File: src/rtl/mem_access_unit.sv
// Memory-stage load/store unit: lane-aligns stores, extracts/extends loads and
// stalls IF..MEM across the gnt/rvalid handshake with the data memory.
module mem_access_unit #(
   parameter int DATA_WIDTH = 32
) (
   input  logic                  clk,
   input  logic                  rst,
   input  logic                  MemReadM,
   input  logic                  MemWriteM,
   input  logic [2:0]            Funct3M,
   input  logic [DATA_WIDTH-1:0] ALUResultM,
   input  logic [DATA_WIDTH-1:0] WriteDataM,
   output logic [DATA_WIDTH-1:0] ReadData,
   output logic                  StallMem,
   output logic                  FaultM,
   output logic                  mem_req,
   output logic                  mem_we,
   output logic [DATA_WIDTH-1:0] mem_addr,
   output logic [DATA_WIDTH-1:0] mem_wdata,
   output logic [3:0]            mem_be,
   input  logic                  mem_gnt,
   input  logic                  mem_rvalid,
   input  logic [DATA_WIDTH-1:0] mem_rdata
);

   typedef enum logic [1:0] {IDLE, REQ, WAIT, DONE} state_t;

   state_t                state;
   logic [2:0]            f3_q;
   logic [1:0]            off_q;
   logic                  rd_q;
   logic                  access;
   logic                  bad_f3;
   logic                  bad_align;
   logic                  fault;
   logic [1:0]            off;
   logic [3:0]            be_n;
   logic [DATA_WIDTH-1:0] wdata_n;
   logic [DATA_WIDTH-1:0] byte_sh;
   logic [DATA_WIDTH-1:0] half_sh;
   logic [7:0]            ld_byte;
   logic [15:0]           ld_half;
   logic [DATA_WIDTH-1:0] load_ext;

   // A simultaneous read+write is a read, so unsigned sizes are only illegal for pure stores.
   always_comb begin
      access    = MemReadM | MemWriteM;
      off       = ALUResultM[1:0];
      bad_f3    = (Funct3M == 3'b011) || (Funct3M[2:1] == 2'b11) || (!MemReadM && Funct3M[2]);
      bad_align = ((Funct3M[1:0] == 2'b01) && off[0]) ||
                  ((Funct3M[1:0] == 2'b10) && (off != 2'b00));
      fault     = access && (bad_f3 || bad_align);
      FaultM    = !rst && (state == IDLE) && fault;
      StallMem  = !rst && ((state == REQ) || (state == WAIT) ||
                           ((state == IDLE) && access && !fault));
   end

   always_comb begin
      be_n    = 4'b1111;
      wdata_n = WriteDataM;
      if (!MemReadM) begin
         case (Funct3M[1:0])
            2'b00: begin
               be_n    = 4'b0001 << off;
               wdata_n = {4{WriteDataM[7:0]}};
            end
            2'b01: begin
               be_n    = 4'b0011 << off;
               wdata_n = {2{WriteDataM[15:0]}};
            end
            default: ;
         endcase
      end
   end

   always_comb begin
      byte_sh = mem_rdata >> {off_q, 3'b000};
      half_sh = mem_rdata >> {off_q[1], 4'b0000};
      ld_byte = byte_sh[7:0];
      ld_half = half_sh[15:0];
      case (f3_q)
         3'b000:  load_ext = {{(DATA_WIDTH-8){ld_byte[7]}}, ld_byte};
         3'b001:  load_ext = {{(DATA_WIDTH-16){ld_half[15]}}, ld_half};
         3'b100:  load_ext = {{(DATA_WIDTH-8){1'b0}}, ld_byte};
         3'b101:  load_ext = {{(DATA_WIDTH-16){1'b0}}, ld_half};
         default: load_ext = mem_rdata;
      endcase
   end

   always_ff @(posedge clk or posedge rst) begin
      if (rst) begin
         state     <= IDLE;
         mem_req   <= 1'b0;
         mem_we    <= 1'b0;
         mem_be    <= 4'b0000;
         mem_addr  <= '0;
         mem_wdata <= '0;
         ReadData  <= '0;
         f3_q      <= 3'b000;
         off_q     <= 2'b00;
         rd_q      <= 1'b0;
      end else begin
         case (state)
            IDLE: begin
               if (access && !fault) begin
                  state     <= REQ;
                  mem_req   <= 1'b1;
                  mem_we    <= !MemReadM;
                  mem_addr  <= {ALUResultM[DATA_WIDTH-1:2], 2'b00};
                  mem_be    <= be_n;
                  mem_wdata <= wdata_n;
                  f3_q      <= Funct3M;
                  off_q     <= off;
                  rd_q      <= MemReadM;
               end
            end
            REQ: begin
               if (mem_gnt) begin
                  mem_req <= 1'b0;
                  mem_we  <= 1'b0;
                  state   <= rd_q ? WAIT : DONE;
               end
            end
            WAIT: begin
               if (mem_rvalid) begin
                  ReadData <= load_ext;
                  state    <= DONE;
               end
            end
            // The pipeline advances this cycle, so the held instruction must not restart.
            DONE: state <= IDLE;
         endcase
      end
   end

endmodule

File: config.mk
export PLATFORM = sky130hd
export DESIGN_NAME = mem_access_unit
export DESIGN_NICKNAME = d
export VERILOG_FILES = /design/src/rtl/mem_access_unit.sv
export SDC_FILE = /design/constraint.sdc
export NUM_CORES = 1
export LEC_CHECK = 0
export BUFFER_PORTS_ARGS = -buffer_cell sky130_fd_sc_hd__clkbuf_2
export CORE_MARGIN = 5
export CORE_UTILIZATION = 45
export DETAILED_ROUTE_END_ITERATION = 8
export PLACE_DENSITY_LB_ADDON = 0.15
export SLEW_MARGIN = 25
export SYNTH_ARGS = -nofsm -noshare
export SYNTH_HDL_FRONTEND = slang
export SYNTH_SLANG_ARGS = --single-unit
File: constraint.sdc
create_clock -name clk -period 3.95 [get_ports clk]
set_input_delay 0.5925 -clock clk [delete_from_list [all_inputs] [get_ports clk]]
set_output_delay 0.5925 -clock clk [all_outputs]
set_load 0.05 [all_outputs]
==> summary.txt <==
Run status
  • Status: complete, no violations

Timing
  • Post-route setup TNS: 0 ns
  • Clk_skew: 0.00491 ns
  • Final setup violating endpoints: 0
  • Slew @ Worst Pin: 1.02 ns
  • Hold Slack: 0.401 ns
  • RSZ-0062 raised after global routing: no
  • FMAX: 366 MHz
  • Setup ws final: 1.22 ns
  • Fin crit share: 69.2%
  • Fin crit period: 2.73 ns
  • Final Hold Vio Count: 0
  • Max Slew Vio Count: 0
  • Slew HR: 31.6%

Detailed routing
  • WL/cell: 17.5 um
  • Antenna-violating nets left: 0
  • Final WL: 14.3 mm
  • Routed vias: 4,377
  • DR iter-0 viols: 349
  • Routed vias/inst: 5.35
  • First-pass DRT Iterations: 5
  • Drt drc: 0

Worst setup path
  • Setup slack, reg-to-reg: 1.78 ns
  • Slowest stage delay, CP: 0.38 ns
  • Worst Path Arrival: 2.14 ns
  • Worst setup EP type: primary output
  • Crit path max fanout: 21
  • Crit path kind: input pin to primary output
  • Worst r2r src: state[0]$_DFFE_PP0P_
  • Critical Path, Cell by Cell: clkbuf_2 -> a21oi_1 -> a21oi_2 -> or2_1 -> a21oi_1 -> clkbuf_2
  • Largest delay share family, worst path: compound AO/OA/AOI/OAI gates
  • Worst path bufs/invs: 2
  • Crit path max-delay cell type: a21oi_1
  • Startpoint types: input pin
  • Worst R2R Path Depth: 5
  • Reg2Reg Capture Point: mem_addr[26]$_DFFE_PP0P_
  • WP data required: 3.36 ns

Clock network
  • TritonCTS clock tree: yes
  • Clock root cell: clkbuf_16
  • Skew-Pair Late Insertion Delay: 0.34 ns
  • Cts repair resizes: 0
  • Clk slew on worst S/H paths: 0.07 ns
  • Sinks on Clock Net: 108
  • H-tree levels: 3
  • Max clock buf depth: 2
  • Post-CTS Setup Bufs: 0
  • TritonCTS Buffers: 9
  • CTS hold repair buffers: 0

Logic synthesis
  • Syn Area/Cell: 10.7 sq um
  • Asr flop ratio synth: 100%
  • Post-synth EDFFs: 0
  • Most used DFF post-synth: dfrtp_1
  • Adder-Cell Fraction of Synth Area: 0.970%
  • Synth Area in Compound Gates: 16.2%
  • Synth warnings: 0
  • Main combinational cell family by area after synthesis: compound AO/OA/AOI/OAI gates
  • Register area share after synthesis: 52.4%
  • Mapped Area: 0.00516 sq mm
  • Post-synthesis mux area share: 14.1%
  • Seq cells post-synth: 108
  • Simple-gate share of the synthesized area: 11.3%
  • Cell count after synthesis: 483
  • Synth cell types: 41
  • Synth Area in XOR/XNOR: 0%

Global route
  • Largest net degree at the start of global routing: 86
  • M1 GR Usage: 28.3%
  • Gr usage total: 20.8%
  • Vias in the first global route: 4,378
  • GRT busiest layer: met2
  • M3 GR Usage: 5.45%
  • Initial antenna violation count: 0
  • First-pass GRT wire length: 22.3 mm
  • GRT met2 Usage: 33.3%
  • Global route overflow: 0

Cells and area
  • Diode count: 0
  • Commonest non-fill, non-tap cell in the layout: clkbuf_2
  • Filler cells: 994
  • Ratio of cells with drive above 1 in the final layout: 41.8%
  • Area growth, synth to finish: 27.1%
  • Layout Nets: 779
  • Post-route cell area: 0.00656 sq mm
  • Area of the multi-input gates: 0.00221 sq mm
  • Register area: 0.00270 sq mm
  • Commonest non-fill, non-tap cells in the layout: clkbuf_2, dfrtp_1, o21ai_0

Place
  • IO Port Bufs: 206
  • Place WS: 1.11 ns
  • HPWL after detailed placement: 10.5 mm
  • Gp weighted congestion: 0.829
  • Placed Instance Area: 0.00622 sq mm

Die
  • Die Y: 117 um
  • Placeable Area: 0.0113 sq mm
  • Die area: 0.0137 sq mm
  • Io pins: 209
  • Rows: 39
  • Die Wd: 117 um
  • Initial Util: 45.6%

Worst hold path
  • Tightest Hold Check Type: input pin to asynchronous set/reset pin

Power and ir drop
  • VDD IR max: 0.498 mV
  • P per Cell Area: 1010 mW/mm^2
  • Leakage: 3.13 nW

Run
  • Max_cap viols: 0
[metrics by stage]
| stage | util (%) | total power, mW | std cells |
|---|---|---|---|
| 2_1_floorplan | - | 4.77 | 484 |
| 3_3_place_gp | 54.9 | 5.61 | 802 |
| 3_5_place_dp | 54.9 | 5.68 | 802 |
| 4_1_cts | 57.9 | 6.69 | 818 |
| 5_1_grt | 57.9 | 6.99 | 818 |
| 6_report | 57.9 | 6.63 | 818 |
[layer usage]
metal	up-vias	part of all wire (%)
li1	2078	-
met1	2142	43
met2	149	49
met3	8	7.9
met4	0	0.88
met5	-	0
[final cells by class]
class | instances | area share (%)
clock buffer | 11 | 3.86
sequential | 108 | 41.2
inverter | 11 | 0.706
tap | 143 | 2.73
clock inverter | 5 | 1.28
multi-input combinational | 327 | 33.7
timing repair buffer | 213 | 16.5
[worst reg2reg max path: stages, from the launching register on]
cell	delay [ns]
dfrtp_1	0.41
inv_1	0.14
ha_1	0.29
o21ai_2	0.21
nor2_8	0.59
mux2_2	0.43
[cell usage after synthesis (2+ instances only)]
cell	count	area share, %
a22o_1	4	0.68
o31ai_1	20	2.9
o211ai_1	2	0.29
dfrtp_1	108	52
mux2i_1	17	3.3
mux2_1	2	0.44
inv_1	11	0.80
nand2_1	32	2.3
mux2_4	2	0.58
nor3b_1	4	0.58
buf_2	3	0.29
o21ai_0	54	5.2
nand2b_1	7	0.85
nand3_1	2	0.19
a311oi_1	8	1.4
mux2_2	45	9.8
nand3b_1	4	0.58
a21oi_1	35	3.4
buf_6	7	1.5
buf_4	4	0.58
clkbuf_1	23	1.7
nor2_1	44	3.2
nor2b_1	10	1.2
or3_1	8	0.97
a211oi_1	8	1.2
ha_1	4	0.97
[kinds of logic after synthesis]
logic type      count (synthesis)
flops                         108
buf+inv                        49
mux                            66
other cells                     1
compound gates                138
simple gates                  117
fa+ha+maj                       4
[flip-flops by register name, summed over array words and instances (netlist names)]
signal	cells
state	2
mem_be	4
f3_q	3
mem_wdata	32
ReadData	32
rd_q	1
off_q	2
mem_req	1
mem_addr	30
mem_we	1
[how the worst max path moves through the flow]
stage | startpoint | endpoint | cells after the start
after detailed placement | Funct3M[0] | mem_addr[22]$_DFFE_PP0P_ | 6
final | Funct3M[0] | StallMem | 6
after global routing | Funct3M[0] | StallMem | 6
after floorplan | rst | ReadData[0]$_DFFE_PP0P_ | 1
after global placement | Funct3M[0] | mem_addr[21]$_DFFE_PP0P_ | 6
after CTS | Funct3M[0] | StallMem | 6
[report_power, final]
part / internal, mW / switching (mW)
combinational: 0.925 / 2.70
sequential: 1.65 / 0.353
clock: 0.592 / 0.410
total: 3.16 / 3.47
No activity file was read; power rests on OpenSTA's default activity.
